$ cat src/rtl/rr_mux_n.sv
// rr_mux_n: registered N-to-1 datapath multiplexer with per-channel
// valid/ready handshake. A one-deep output register holds the selected
// word. The channel is chosen either by round-robin arbitration (mode = 0)
// or by an index from the control unit (mode = 1). in_ready is
// combinational from out_ready, so upstream sources must not make in_valid
// depend on in_ready.
module rr_mux_n #(
  parameter  int WIDTH  = 32,
  parameter  int NUM_IN = 4,
  localparam int SEL_W  = $clog2(NUM_IN)
) (
  input  logic                    clk,
  input  logic                    rst_n,
  input  logic [NUM_IN*WIDTH-1:0] in_data,
  input  logic [NUM_IN-1:0]       in_valid,
  output logic [NUM_IN-1:0]       in_ready,
  input  logic                    mode,
  input  logic [SEL_W-1:0]        sel,
  output logic [WIDTH-1:0]        out_data,
  output logic                    out_valid,
  input  logic                    out_ready,
  output logic [SEL_W-1:0]        out_sel
);

  // Reset value of last_grant: the highest channel, so that the round-robin
  // search after reset starts at channel 0.
  localparam logic [SEL_W-1:0] LAST_RST = SEL_W'(NUM_IN - 1);

  logic [WIDTH-1:0] out_data_q,   out_data_d;
  logic             out_valid_q,  out_valid_d;
  logic [SEL_W-1:0] out_sel_q,    out_sel_d;
  logic [SEL_W-1:0] last_grant_q, last_grant_d;

  logic             load_en;
  logic             grant_valid;
  logic [SEL_W-1:0] grant;
  logic [WIDTH-1:0] grant_data;

  // The output register can accept a word when empty or draining this cycle.
  assign load_en = !out_valid_q || out_ready;

  // Pick the granted channel: round-robin from last_grant+1, or fixed select.
  always_comb begin
    grant_valid = 1'b0;
    grant       = '0;
    if (mode) begin
      // An out-of-range sel never matches any channel, so it never grants.
      for (int i = 0; i < NUM_IN; i++) begin
        if (sel == SEL_W'(i) && in_valid[i]) begin
          grant_valid = 1'b1;
          grant       = SEL_W'(i);
        end
      end
    end else begin
      // First pass: channels above last_grant, in ascending order.
      for (int i = 0; i < NUM_IN; i++) begin
        if (!grant_valid && in_valid[i] && (i > int'(last_grant_q))) begin
          grant_valid = 1'b1;
          grant       = SEL_W'(i);
        end
      end
      // Second pass wraps around: channels 0 up to last_grant.
      for (int i = 0; i < NUM_IN; i++) begin
        if (!grant_valid && in_valid[i] && (i <= int'(last_grant_q))) begin
          grant_valid = 1'b1;
          grant       = SEL_W'(i);
        end
      end
    end
  end

  // Route the granted channel's data and raise its ready when it can load.
  always_comb begin
    grant_data = '0;
    in_ready   = '0;
    for (int i = 0; i < NUM_IN; i++) begin
      if (grant == SEL_W'(i)) begin
        grant_data = in_data[i*WIDTH +: WIDTH];
        in_ready[i] = load_en && grant_valid;
      end
    end
  end

  // Next state of the output register and the round-robin pointer.
  always_comb begin
    out_data_d   = out_data_q;
    out_valid_d  = out_valid_q;
    out_sel_d    = out_sel_q;
    last_grant_d = last_grant_q;
    if (load_en) begin
      if (grant_valid) begin
        out_data_d   = grant_data;
        out_sel_d    = grant;
        out_valid_d  = 1'b1;
        last_grant_d = grant;
      end else begin
        // Drained or already empty with nothing to take: go empty, keep data.
        out_valid_d = 1'b0;
      end
    end
  end

  // State registers; reset discards any pending word.
  always_ff @(posedge clk or negedge rst_n) begin
    if (!rst_n) begin
      out_data_q   <= '0;
      out_valid_q  <= 1'b0;
      out_sel_q    <= '0;
      last_grant_q <= LAST_RST;
    end else begin
      out_data_q   <= out_data_d;
      out_valid_q  <= out_valid_d;
      out_sel_q    <= out_sel_d;
      last_grant_q <= last_grant_d;
    end
  end

  assign out_data  = out_data_q;
  assign out_valid = out_valid_q;
  assign out_sel   = out_sel_q;

endmodule

$ cat config.mk
export PLATFORM = sky130hd
export DESIGN_NAME = rr_mux_n
export DESIGN_NICKNAME = d
export VERILOG_FILES = /design/src/rtl/rr_mux_n.sv
export SDC_FILE = /design/constraint.sdc
export NUM_CORES = 1
export LEC_CHECK = 0
export CAP_MARGIN = 0
export CELL_PAD_IN_SITES_DETAIL_PLACEMENT = 0
export CELL_PAD_IN_SITES_GLOBAL_PLACEMENT = 2
export CORE_MARGIN = 2
export CORE_UTILIZATION = 21
export CTS_BUF_LIST = sky130_fd_sc_hd__clkbuf_2
export DETAILED_ROUTE_END_ITERATION = 6
export GPL_TIMING_DRIVEN = 0
export PLACE_DENSITY = 0.95
export SETUP_SLACK_MARGIN = 0.5
export SLEW_MARGIN = 0
export SYNTH_ARGS = -nofsm -noshare
export SYNTH_HDL_FRONTEND = slang
export SYNTH_SLANG_ARGS = --single-unit
$ cat constraint.sdc
create_clock -name clk -period 5.6 [get_ports clk]
set_input_delay 1.12 -clock clk [delete_from_list [all_inputs] [get_ports clk]]
set_output_delay 1.12 -clock clk [all_outputs]
set_load 0.02 [all_outputs]
## Word-level counts from Yosys, hierarchy flattened

Cells that the tools add are included.

- Equal/unequal tests: 6
- Reduce and logical (&&, ||, !) cells: 28
- Order comparisons: 6
- Mux-type cells: 38

Operators by type and width:

| operator | count |
|---|---|
| $mux W32 | 4 |
| $mux W1 | 25 |
| $mux W2 | 9 |
| $logic_and A1 B1 Y1 | 17 |
| $eq A2 B2 Y1 const B | 4 |
| $logic_not A1 Y1 | 7 |
| $eq A2 B1 Y1 const B | 2 |
| $gt A2 B2 Y1 const A | 2 |
| $le A2 B2 Y1 const A | 2 |
| $logic_not A2 Y1 | 2 |
| $gt A1 B2 Y1 const A | 1 |
| $le A1 B2 Y1 const A | 1 |
| $reduce_and A2 Y1 | 1 |
| $logic_or A1 B1 Y1 | 1 |

- Logic and storage cells: 82
- Input bits: 138
- Output and inout bits: 39
- Bits in registers: 37

## Logic depth before layout (Yosys ltp)

- Depth after elaboration: 38
- Depth in mapped cells: 8
- Mapped depth without buffers: 6

## Worst setup path after synthesis

OpenSTA, ideal clock, no wires.

- Kind: input -> output
- From: in in_valid[1]
- To: out in_ready[2]
- Setup slack: 2.102 ns
- Stages on the path: 6
- Required time: 4.480 ns
- Buffers on the path: 2
- Arrival: 2.378 ns
- Cell sequence: a221oi_2 a31oi_1 o31ai_1 buf_4 buf_2 nor2b_1

- Cells in the longest elaborated chain, start to end: 34
- Elaborated cells between the ends (all ways): 50
- Those cells by class: 1 x eq/ne; 29 x mux; 20 x reduce/logical

RTL lines:

| element | line | RTL |
|---|---|---|
| start: declaration | 15 | `input logic [NUM_IN-1:0] in_valid,` |
| $logic_and A1 B1 Y1 | 57 | `if (!grant_valid && in_valid[i] && (i > int'(last_grant_q))) begin` |
| $mux W1 | 57 |  |
| $mux W1 | 46 | `if (mode) begin` |
| $logic_not A1 Y1 | 57 |  |
| $logic_and A1 B1 Y1 (2 in a row) | 57 |  |
| $mux W1 | 57 |  |
| $mux W1 | 46 |  |
| $logic_not A1 Y1 | 57 |  |
| [16 not listed] | -- |  |
| $mux W1 | 64 | `if (!grant_valid && in_valid[i] && (i <= int'(last_grant_q))) begin` |
| $mux W1 | 46 |  |
| $logic_not A1 Y1 | 64 |  |
| $logic_and A1 B1 Y1 (2 in a row) | 64 |  |
| $mux W2 / $mux W1 (equally long branches) | 64 |  |
| $mux W2 / $mux W1 (equally long branches) | 46 |  |
| $eq A2 B2 Y1 / $logic_and A1 B1 Y1 (equally long branches) | 77, 79 |  |
| $mux W1 (*) | 77 | `if (grant == SEL_W'(i)) begin` |
| end: declaration | 16 | `output logic [NUM_IN-1:0] in_ready,` |

Mark *: on every way between the ends. The rest lies on a longest branch, timed or not. The select of a mux whose other input is x is not followed.

## Worst setup path after layout

- From: in in_valid[1]
- To: out in_ready[1]

- Cells in the longest elaborated chain, start to end: 34
- Elaborated cells between the ends (all ways): 50
- Those cells by class: 1 x eq/ne; 29 x mux; 20 x reduce/logical

RTL lines:

| element | line |
|---|---|
| $logic_and A1 B1 Y1 | 57 |
| $mux W1 | 57 |
| $mux W1 | 46 |
| $logic_not A1 Y1 | 57 |
| $logic_and A1 B1 Y1 (2 in a row) | 57 |
| $mux W1 | 57 |
| $mux W1 | 46 |
| $logic_not A1 Y1 | 57 |
| [16 not listed] | -- |
| $mux W1 | 64 |
| $mux W1 | 46 |
| $logic_not A1 Y1 | 64 |
| $logic_and A1 B1 Y1 (2 in a row) | 64 |
| $mux W2 / $mux W1 (equally long branches) | 64 |
| $mux W2 / $mux W1 (equally long branches) | 46 |
| $eq A2 B1 Y1 / $logic_and A1 B1 Y1 (equally long branches) | 77, 79 |
| $mux W1 (*) | 77 |

Marked as above.

==> run metrics <==
outcome=finished, final reports clean; R2R Setup Slk=3380 ps; kind of critical path=input port to output pin; required time reported for the critical path endpoint=4480 ps; routed length on met1=3.57 mm; Worst Hold Depth=2; worst-path cell chain=clkdlybuf4s50_1 -> inv_1 -> o32ai_1 -> o21ai_0 -> o21ai_0 -> nand2_2 -> clkbuf_1 -> nor2_1 -> clkdlybuf4s50_1; final clock period utilization by the worst path=86.0%; DRT antenna net count=0; post-layout worst setup margin=784 ps; total length of routed wires=8.85 mm; per-cell routed wire length=15.9 um; proportion of synthesized area in mux cells=28.1%; clk_lat worst skew=360 ps; area fraction in and, or, nand and nor cells after synthesis=10.5%; critical path's largest stage delay=620 ps; minimum period implied by the final worst setup slack=4820 ps; share of synthesized area occupied by flip-flops and latches=38.3%; peak fanout along the critical path=10; Die H=111 um; average cell area after synthesis=10.5 um^2; clk_skew=11.8 ps; highest metal layer used by the detailed router=met4; Port Buf Inserts=176; highest ir drop seen on vdd=93.8 uV; share of final-layout standard cells stronger than drive strength 1=9.64%; number of max-cap violations=0; die outline area=12400 um^2; unrepaired setup endpoints after global routing=false; remaining routing DRC violations=0; number of buffers inserted to repair setup after CTS=0; fill cell instance count of the final layout=1158; share of synthesized cell area in full adder, half adder and majority cells=0%; number of nets in the finished design=552; pin slew with the least headroom to its limit=862 ps; share of the synthesized area in compound gates (AO/OA/AOI/OAI)=17.9%; number of synthesized register bits=37; kind of end point of the critical path=output pin; Cells after Synth=231; FF-to-FF path depth=8; CP max-delay cell=sky130_fd_sc_hd__clkdlybuf4s50_1; Post-CTS Hold Fix Bufs=0; drt first pass iters=4; global-route usage over all layers=13.9%; final estimated routing congestion in global placement=0.822; crit start category=input port; wire length of the first global-routing pass=13.9 mm; total setup violations reported at the end of the flow=0; die span in x=111 um; Layout Area Growth over Synthesis=81.6%; leftover overflow at the end of global routing=0; commonest non-fill, non-tap cell in the layout=sky130_fd_sc_hd__clkdlybuf4s50_1; largest net degree at the start of global routing=38; setup total negative slack=0 ps; post-synthesis instance area=2420 um^2; starting utilization of the core area=21.4%; pre-CTS setup slack=696 ps; worst slew slack as a fraction of its limit=42.5%; met3 wire length=959 um; number of inserted diodes=0; main combinational cell family by area after synthesis=multiplexers; Fin. Hold Viols=0; number of cell rows=39; clock tree from TritonCTS=built; synthesized netlist net count=369; total number of yosys warnings=0; kind of path behind the tightest hold check=flop to flop; Static Leakage=1.86 nW; xor and xnor fraction of the mapped netlist area=0%; total power density per cell area=264 nW/um^2; H-tree Lvls=2; total clock buffers created by CTS=5; Root Buffer Master=sky130_fd_sc_hd__clkbuf_2; violation count after the first detailed-route iteration=79; f_max=208 MHz; unique cell type count in the Yosys netlist=29; most frequent cells in the layout=175 x sky130_fd_sc_hd__clkdlybuf4s50_1, 68 x sky130_fd_sc_hd__mux2i_1, 35 x sky130_fd_sc_hd__dfrtp_1, 24 x sky130_fd_sc_hd__nand2_1, 23 x sky130_fd_sc_hd__nor2_1; vias in the first global route=2703; initial antenna violation count=0; total count of max-transition violations in the final report=0; clock-pin slew on the worst setup and hold paths=190 ps; critical path data arrival time=3700 ps; post-DP HPWL=7.16 mm; maximum clock path buffer count=2; total number of vias=2573; mean number of vias per cell=4.61; area of the core=11300 um^2; ports placed on the boundary=177; met2 routed wirelength=4.26 mm; CTS Sinks=37
==> Yosys cell counts <==
cell                       count  share of area [%]
sky130_fd_sc_hd__a21oi_1       3               0.62
sky130_fd_sc_hd__a221oi_1      7                2.5
sky130_fd_sc_hd__a221oi_2     11                6.8
sky130_fd_sc_hd__a31oi_1       1               0.26
sky130_fd_sc_hd__and2_1        1               0.26
sky130_fd_sc_hd__and3_1        1               0.26
sky130_fd_sc_hd__buf_2         4               0.83
sky130_fd_sc_hd__buf_4         5                1.5
sky130_fd_sc_hd__buf_6         2               0.93
sky130_fd_sc_hd__buf_8         1               0.62
sky130_fd_sc_hd__clkbuf_1      4               0.62
sky130_fd_sc_hd__dfrtp_1      35                 36
sky130_fd_sc_hd__dfstp_2       2                2.2
sky130_fd_sc_hd__inv_1         2               0.31
sky130_fd_sc_hd__inv_2         2               0.31
sky130_fd_sc_hd__mux2i_1      68                 28
sky130_fd_sc_hd__nand2_1      25                3.9
sky130_fd_sc_hd__nand2b_1      3               0.77
sky130_fd_sc_hd__nor2_1       23                3.6
sky130_fd_sc_hd__nor2_2        2               0.52
sky130_fd_sc_hd__nor2b_1       2               0.52
sky130_fd_sc_hd__nor3_1        1               0.21
sky130_fd_sc_hd__nor3b_1       1               0.31
sky130_fd_sc_hd__o21ai_0       6                1.2
sky130_fd_sc_hd__o21ai_2       1               0.36
sky130_fd_sc_hd__o221ai_1     15                5.4
sky130_fd_sc_hd__o31ai_1       1               0.31
sky130_fd_sc_hd__o32ai_1       1               0.36
sky130_fd_sc_hd__or2_2         1               0.26
==> report_power, final <==
part	internal, W	switching, W
registers	0.000347	0.0000456
clock network	0.0000336	0.0000872
logic	0.000340	0.000310
==> stage by stage <==
stage	std cells	cell area [um^2]	total power [W]	utilization, %	hold WS, ps
6_report	558	4400	0.00116	38.9	501
5_1_grt	558	4400	0.00124	38.9	529
4_1_cts	558	4400	0.00118	38.8	506
3_5_place_dp	550	4360	0.00105	38.5	464
3_3_place_gp	550	4360	0.00105	38.6	459
2_1_floorplan	231	2420	0.000722	-	465
==> flip-flops by register name (all words and copies together), names as in the netlist <==
name and cells:
last_grant_q 2, out_data 32, out_sel 2, out_valid 1
==> cells by family after synthesis <==
group | after synthesis
compound gates | 46
buf+inv | 20
flops | 37
mux | 68
simple gates | 60
==> area by class of cell <==
| cell class | instances | area (um^2) | share of cell area [%] |
|---|---|---|---|
| well taps | 143 | 179 | 4.07 |
| clock buffers | 7 | 35.0 | 0.796 |
| clock inverters | 1 | 3.75 | 0.0853 |
| plain buffers | 16 | 110 | 2.50 |
| repair buffers | 176 | 1760 | 39.9 |
| inverters | 4 | 15.0 | 0.341 |
| multi-input cells | 174 | 1370 | 31.2 |
| flip-flops and latches | 37 | 928 | 21.1 |
==> final timing paths <==
| kind | start | to |
|---|---|---|
| max | in_valid[1] | in_ready[1] |
| min | last_grant_q[1]$_DFFE_PN1P_ | last_grant_q[1]$_DFFE_PN1P_ |
| max reg2reg | last_grant_q[0]$_DFFE_PN1P_ | out_data[4]$_DFFE_PN0P_ |
| min reg2reg | last_grant_q[1]$_DFFE_PN1P_ | last_grant_q[1]$_DFFE_PN1P_ |
| max in group asynchronous | rst_n | out_data[15]$_DFFE_PN0P_ |
| min in group asynchronous | rst_n | out_data[17]$_DFFE_PN0P_ |
==> per-layer routing <==
metal,up-vias,GRT usage [%]
met2,138,23.7
met4,0,3.29
met3,4,5.50
met5,-,0
li1,1234,-
met1,1197,16.4
==> worst max-delay path, delay by kind of cell <==
family / cells / cell delay (ps)
AOI/OAI and AO/OA: 3 / 600
buffers and inverters: 4 / 1590
and+or+nand+nor: 2 / 390
==> timing repair <==
item | CTS | global route
hold endpoints to repair | 0 | 0
endpoints found under the setup margin | 0 | 1
gates resized for setup | 0 | 1
Note: power is estimated with default switching activity, not from simulation.
